<file path="config.mk">
export PLATFORM = sky130hd
export DESIGN_NAME = iomem_timer
export DESIGN_NICKNAME = d
export VERILOG_FILES = /design/src/rtl/iomem_timer_pkg.sv /design/src/rtl/iomem_timer_prescaler.sv /design/src/rtl/iomem_timer.sv
export SDC_FILE = /design/constraint.sdc
export NUM_CORES = 1
export LEC_CHECK = 0
export CORE_MARGIN = 5
export CORE_UTILIZATION = 40
export DETAILED_ROUTE_END_ITERATION = 8
export GPL_ROUTABILITY_DRIVEN = 0
export GPL_TIMING_DRIVEN = 1
export HOLD_SLACK_MARGIN = 0.05
export PLACE_DENSITY = 0.59
export SYNTH_ARGS = -nofsm -noshare
export SYNTH_HDL_FRONTEND = slang
export SYNTH_SLANG_ARGS = --single-unit
</file>
<file path="constraint.sdc">
create_clock -name clk -period 3.19 [get_ports clk]
set_clock_uncertainty 0.05 [all_clocks]
set_input_delay 0.4785 -clock clk [delete_from_list [all_inputs] [get_ports clk]]
set_output_delay 0.4785 -clock clk [all_outputs]
set_load 0.005 [all_outputs]
</file>
<file path="src/rtl/iomem_timer_pkg.sv">
// iomem_timer_pkg: register indices, bit positions and byte-merge helper for iomem_timer
package iomem_timer_pkg;
    localparam logic [2:0] REG_CTRL   = 3'd0;
    localparam logic [2:0] REG_PRESC  = 3'd1;
    localparam logic [2:0] REG_RELOAD = 3'd2;
    localparam logic [2:0] REG_COUNT  = 3'd3;
    localparam logic [2:0] REG_STATUS = 3'd4;
    localparam int CTRL_EN     = 0;
    localparam int CTRL_AUTO   = 1;
    localparam int CTRL_IRQ_EN = 2;
    localparam int STATUS_EXP  = 0;
    localparam logic [7:0] DEFAULT_BASE_SEL = 8'h04;

    function automatic logic [31:0] byte_merge(input logic [31:0] old, input logic [31:0] wdata,
                                               input logic [3:0] wstrb);
        logic [31:0] r;
        for (int i = 0; i < 4; i++) r[8*i +: 8] = wstrb[i] ? wdata[8*i +: 8] : old[8*i +: 8];
        return r;
    endfunction
endpackage

</file>
<file path="src/rtl/iomem_timer_prescaler.sv">
// timer_prescaler: divides clk by presc+1, pulsing tick in the last cycle of each period
// Ports: clk, resetn (sync, active-low), en (run), clr (restart period), presc (terminal value), tick (out)
module timer_prescaler #(
    parameter int PRESC_W = 16
) (
    input  logic               clk,
    input  logic               resetn,
    input  logic               en,
    input  logic               clr,
    input  logic [PRESC_W-1:0] presc,
    output logic               tick
);
    logic [PRESC_W-1:0] pcnt;

    assign tick = en && pcnt == presc;

    always_ff @(posedge clk)
        if (!resetn || !en || clr || tick) pcnt <= '0;
        else pcnt <= pcnt + PRESC_W'(1);
endmodule

</file>
<file path="src/rtl/iomem_timer.sv">
// iomem_timer: memory-mapped 32-bit down-counting timer with prescaler, auto-reload and sticky expiry irq
// Ports: clk, resetn (sync, active-low), iomem_valid/ready/wstrb/addr/wdata/rdata (PicoSoC iomem bus), irq (level)
module iomem_timer
    import iomem_timer_pkg::*;
#(
    parameter logic [7:0] BASE_SEL = DEFAULT_BASE_SEL,
    parameter int         PRESC_W  = 16
) (
    input  logic        clk,
    input  logic        resetn,
    input  logic        iomem_valid,
    output logic        iomem_ready,
    input  logic [3:0]  iomem_wstrb,
    input  logic [31:0] iomem_addr,
    input  logic [31:0] iomem_wdata,
    output logic [31:0] iomem_rdata,
    output logic        irq
);
    logic [2:0]         ctrl;
    logic [PRESC_W-1:0] presc;
    logic [31:0]        reload, count, count_next, rd_mux, wmerge;
    logic               exp, sel, wr, tick, exp_set, exp_clr;
    logic [2:0]         idx;
    logic               unused_addr;

    assign sel         = iomem_valid && !iomem_ready && iomem_addr[31:24] == BASE_SEL;
    assign wr          = sel && |iomem_wstrb;
    assign idx         = iomem_addr[4:2];
    assign irq         = exp && ctrl[CTRL_IRQ_EN];
    assign unused_addr = ^{iomem_addr[23:5], iomem_addr[1:0]};

    timer_prescaler #(.PRESC_W(PRESC_W)) u_presc (
        .clk   (clk),
        .resetn(resetn),
        .en    (ctrl[CTRL_EN]),
        .clr   (wr && (idx == REG_PRESC || idx == REG_CTRL)),
        .presc (presc),
        .tick  (tick)
    );

    // rd_mux doubles as the pre-write value for byte-strobe merging
    always_comb begin
        rd_mux = idx == REG_CTRL   ? {29'b0, ctrl} :
                 idx == REG_PRESC  ? 32'(presc) :
                 idx == REG_RELOAD ? reload :
                 idx == REG_COUNT  ? count :
                 idx == REG_STATUS ? {31'b0, exp} : 32'b0;
        wmerge = byte_merge(rd_mux, iomem_wdata, iomem_wstrb);
        exp_set = tick && count == 32'd1;
        exp_clr = wr && idx == REG_STATUS && iomem_wstrb[0] && iomem_wdata[STATUS_EXP];
        count_next = wr && idx == REG_COUNT ? wmerge :
                     !tick || count == 32'd0 ? count :
                     count == 32'd1 ? (ctrl[CTRL_AUTO] ? reload : 32'd0) : count - 32'd1;
    end

    always_ff @(posedge clk)
        if (!resetn) begin
            iomem_ready <= 1'b0;
            iomem_rdata <= '0;
            ctrl        <= '0;
            presc       <= '0;
            reload      <= '0;
            count       <= '0;
            exp         <= 1'b0;
        end else begin
            iomem_ready <= sel;
            iomem_rdata <= sel ? rd_mux : '0;
            if (wr && idx == REG_CTRL) ctrl <= wmerge[2:0];
            if (wr && idx == REG_PRESC) presc <= wmerge[PRESC_W-1:0];
            if (wr && idx == REG_RELOAD) reload <= wmerge;
            count <= count_next;
            exp   <= exp_set || (exp && !exp_clr);
        end
endmodule

</file>
==> impl_metrics.py <==
metrics = {
    "critical_path": {
        "rr_worst_depth": 7,
        "crit_fanout": 7,
        "r2r_setup_slack_ns": 0.38,
        "worstPathRequired_ns": 3.47,
        "r2r_end": "count[11]",
        "start_kind": "register",
        "crit_arrival_ns": 3.09,
        "rr_startpoint": "count[26]",
        "crit_type": "register to register",
        "worstSetupEndpointType": "register",
    },
    "yosys": {
        "synth-compound-area-share_pct": 17.88,
        "synth_seq_cells": 133,
        "yosysSeqAreaShare_pct": 36.51,
        "ys_warn_count": 0,
        "synth-edff-count": 0,
        "synth_mux_area_share_pct": 8.596,
        "yosys.area_share.simple_pct": 27.75,
        "synth_fa_ha_area_share_pct": 0.5148,
        "syn_nets": 1010,
        "ys_types": 57,
        "synth_top_family_by_area": "simple AND/OR/NAND/NOR gates",
        "synth_cells": 936,
        "async_flop_share_pct": 0,
        "syn_area_mm2": 0.007292,
        "yosys_most_used_dff": "dfxtp_1",
        "synthXorXnorAreaFrac_pct": 4.324,
        "avgSynthCellArea_um2": 7.791,
    },
    "drt": {
        "wl_met2_mm": 10.72,
        "drt_iter0_markers": 469,
        "dr.pass1.iters": 5,
        "ant_nets": 0,
        "wl_mm": 22.98,
        "drt-vias-per-instance": 5.693,
        "highest_layer": "met4",
        "vias": 7179,
        "wl_met1_mm": 10.70,
        "drc": 0,
        "wl_per_cell_um": 18.23,
        "met3_length_mm": 1.230,
    },
    "global_route": {
        "grt_start_max_net_pins": 47,
        "grt_first_pass_wirelength_mm": 37.14,
        "antenna_found_initial": 0,
        "grt_use_total_pct": 21.24,
        "gr-total-overflow": 0,
        "first_global_vias": 6932,
    },
    "finish": {
        "n_antenna_cell": 0,
        "multi_input_area_mm2": 0.004322,
        "drive_gt1_share_pct": 13.66,
        "post-route-util_pct": 50.62,
        "stdcell_count": 1261,
        "seqCellArea_mm2": 0.002663,
        "syn2layout_area_growth_pct": 24.71,
        "nFillCells": 1765,
        "layout.nets": 1094,
    },
    "cts": {
        "clkTransAtPathRegs_ns": 0.06,
        "cts_buffers": 17,
        "cts_root_buf": "clkbuf_16",
        "htreeDepth": 4,
        "cts_sinks": 133,
        "clkLatencyLatePin_ns": 0.42,
        "cts_buffer_depth": 2,
        "post-cts-setup-buffers": 0,
        "cts_resized": 0,
        "postCtsHoldBufs": 0,
        "cts_tree": "done",
    },
    "outcome": {
        "outcome": "finished clean",
    },
    "placement": {
        "detailed_place_hpwl_mm": 16.72,
        "port_buffers": 83,
        "placedCellCount": 1230,
    },
    "run": {
        "maxCapViolCount": 0,
    },
    "floorplanning": {
        "pin_count": 105,
        "die_area_mm2": 0.02103,
        "start_util_pct": 40.59,
        "die_w_um": 145.0,
        "core-area_mm2": 0.01796,
        "fp-row-count": 49,
        "die_h_um": 145.0,
    },
    "worst_hold_path": {
        "hold_depth": 2,
        "holdPathEnd": "reload[10]",
        "hold_path.class": "register to register",
        "min-delay-start": "reload[10]",
    },
    "sta": {
        "tns_ns": 0,
        "timing.final.crit_period_ns": 2.811,
        "fmaxAchievable_ghz": 0.3557,
        "setup_viol": 0,
        "drv_slew": 0,
        "holdWs_ns": 0.4145,
        "rsz0062_at_grt": "false",
        "slew_headroom_pct": 61.90,
        "worst_pin_slew_ns": 0.5694,
        "final_hold_viol_count": 0,
        "min_period_over_period_pct": 88.12,
    },
    "pwr": {
        "pwr_density_cell_mw_per_mm2": 401.4,
        "power.leakage_uw": 0.003296,
        "power_uw": 3651,
        "peakVddDrop_uv": 354.3,
    },
}
[worst max-delay path by stage]
stage,start,end,slack [ns],cells past startpoint
6_report,count[26],count[11],0.38,7
5_1_grt,count[26],count[10],0.16,7
4_1_cts,count[26],count[11],0.38,7
3_5_place_dp,iomem_addr[25],presc[7],0.32,8
3_3_place_gp,iomem_addr[25],presc[7],0.33,8
2_1_floorplan,iomem_addr[25],presc[11],0.64,8
[per-stage QoR]
step,setup slack (ns),instance area [µm²]
after global placement,0.3348,8569
after floorplan,0.6418,7292
after CTS,0.3798,9094
after global routing,0.1637,9094
final,0.3790,9094
after detailed placement,0.3184,8569
[cell usage in the layout (no fill, tap or decap), types with 7 or more instances in the layout]
master             n
a211oi_1           8
a21oi_1           50
a22oi_1           16
a31oi_1           21
and2_1             7
and3_1            22
buf_4             50
clkbuf_16         17
clkdlybuf4s50_1   82
dfxtp_1          133
inv_1              8
mux2_2            31
mux2i_1           21
nand2_1          143
nand3_1           22
nand4_1           14
nor2_1           102
nor3_1            32
nor4_1            15
o211ai_1           9
o21ai_0           69
or2_2             10
or3_1             11
or4_1              8
xnor2_1           20
xor2_1            16
[Yosys cell counts, drive strengths merged, types with 2 or more instances]
| cell | number | area (µm²) |
|---|---|---|
| nand2 | 144 | 543.0 |
| dfxtp | 133 | 2663 |
| nor2 | 103 | 394.1 |
| o21ai | 71 | 355.3 |
| clkbuf | 57 | 214.0 |
| a21oi | 50 | 250.2 |
| nor3 | 32 | 160.2 |
| mux2 | 31 | 349.1 |
| and3 | 22 | 137.6 |
| nand3 | 22 | 110.1 |
| a31oi | 21 | 131.4 |
| mux2i | 21 | 210.2 |
| nor4 | 21 | 188.9 |
| xnor2 | 20 | 175.2 |
| a22oi | 16 | 120.1 |
| xor2 | 16 | 140.1 |
| nand4 | 15 | 100.1 |
| buf | 14 | 71.31 |
| or3 | 11 | 68.82 |
| or2 | 10 | 62.56 |
| inv | 9 | 33.78 |
| o211ai | 9 | 67.56 |
| a211oi | 8 | 60.06 |
| or4 | 8 | 60.06 |
| and2 | 7 | 43.79 |
| nor2b | 6 | 37.54 |
| o21a | 6 | 45.04 |
| o31ai | 6 | 45.04 |
| a211o | 5 | 43.79 |
| and4 | 5 | 43.79 |
| nand2b | 5 | 31.28 |
| o22ai | 4 | 25.02 |
| a2111oi | 3 | 45.04 |
| ha | 3 | 37.54 |
| mux4 | 3 | 67.56 |
| a22o | 2 | 17.52 |
| a311oi | 2 | 17.52 |
| a31o | 2 | 17.52 |
| nor3b | 2 | 15.01 |
| nor4b | 2 | 17.52 |
[critical path, cell delays in order (launching register included)]
cell and delay, ns:
dfxtp_1 0.35, or4_1 0.62, nor4_4 0.44, nand2_2 0.15, nor4_4 0.58, buf_4 0.26
nor3_1 0.06, o32ai_1 0.21
[cells by family (layout without fill, tap and decap cells)]
| logic type | Yosys count | after routing |
|---|---|---|
| AND/OR/NAND/NOR | 416 | 416 |
| XOR/XNOR | 36 | 36 |
| buffers and inverters | 81 | 177 |
| flip-flops | 133 | 133 |
| adder cells (fa/ha/maj) | 3 | 3 |
| multiplexers | 55 | 55 |
| AO/OA/AOI/OAI | 212 | 212 |
[power breakdown]
part / switching, µW / internal, µW
combinational: 107 / 87.5
clock: 785 / 1010
sequential: 0.251 / 1660
total: 892 / 2760
[flip-flops by register name, summed over array words and instances, names as in the netlist]
register / flops
exp: 1
ctrl: 3
reload: 32
iomem_ready: 1
count: 32
u_presc.pcnt: 16
presc: 16
iomem_rdata: 32
[area by class of cell]
class,count,share of cell area (%)
multi-input combinational,722,47.52
sequential,133,29.28
timing repair buffer,136,13.87
clock buffer,20,4.912
tap,229,3.151
clock inverter,11,0.8531
inverter,10,0.4128
[metal layers]
| metal | global-route usage, % | vias up |
|---|---|---|
| met5 | 0 | - |
| met2 | 34.27 | 205 |
| li1 | - | 3498 |
| met4 | 5.508 | 0 |
| met1 | 29.22 | 3448 |
| met3 | 4.116 | 28 |
Power figures use the tool's default switching activity.
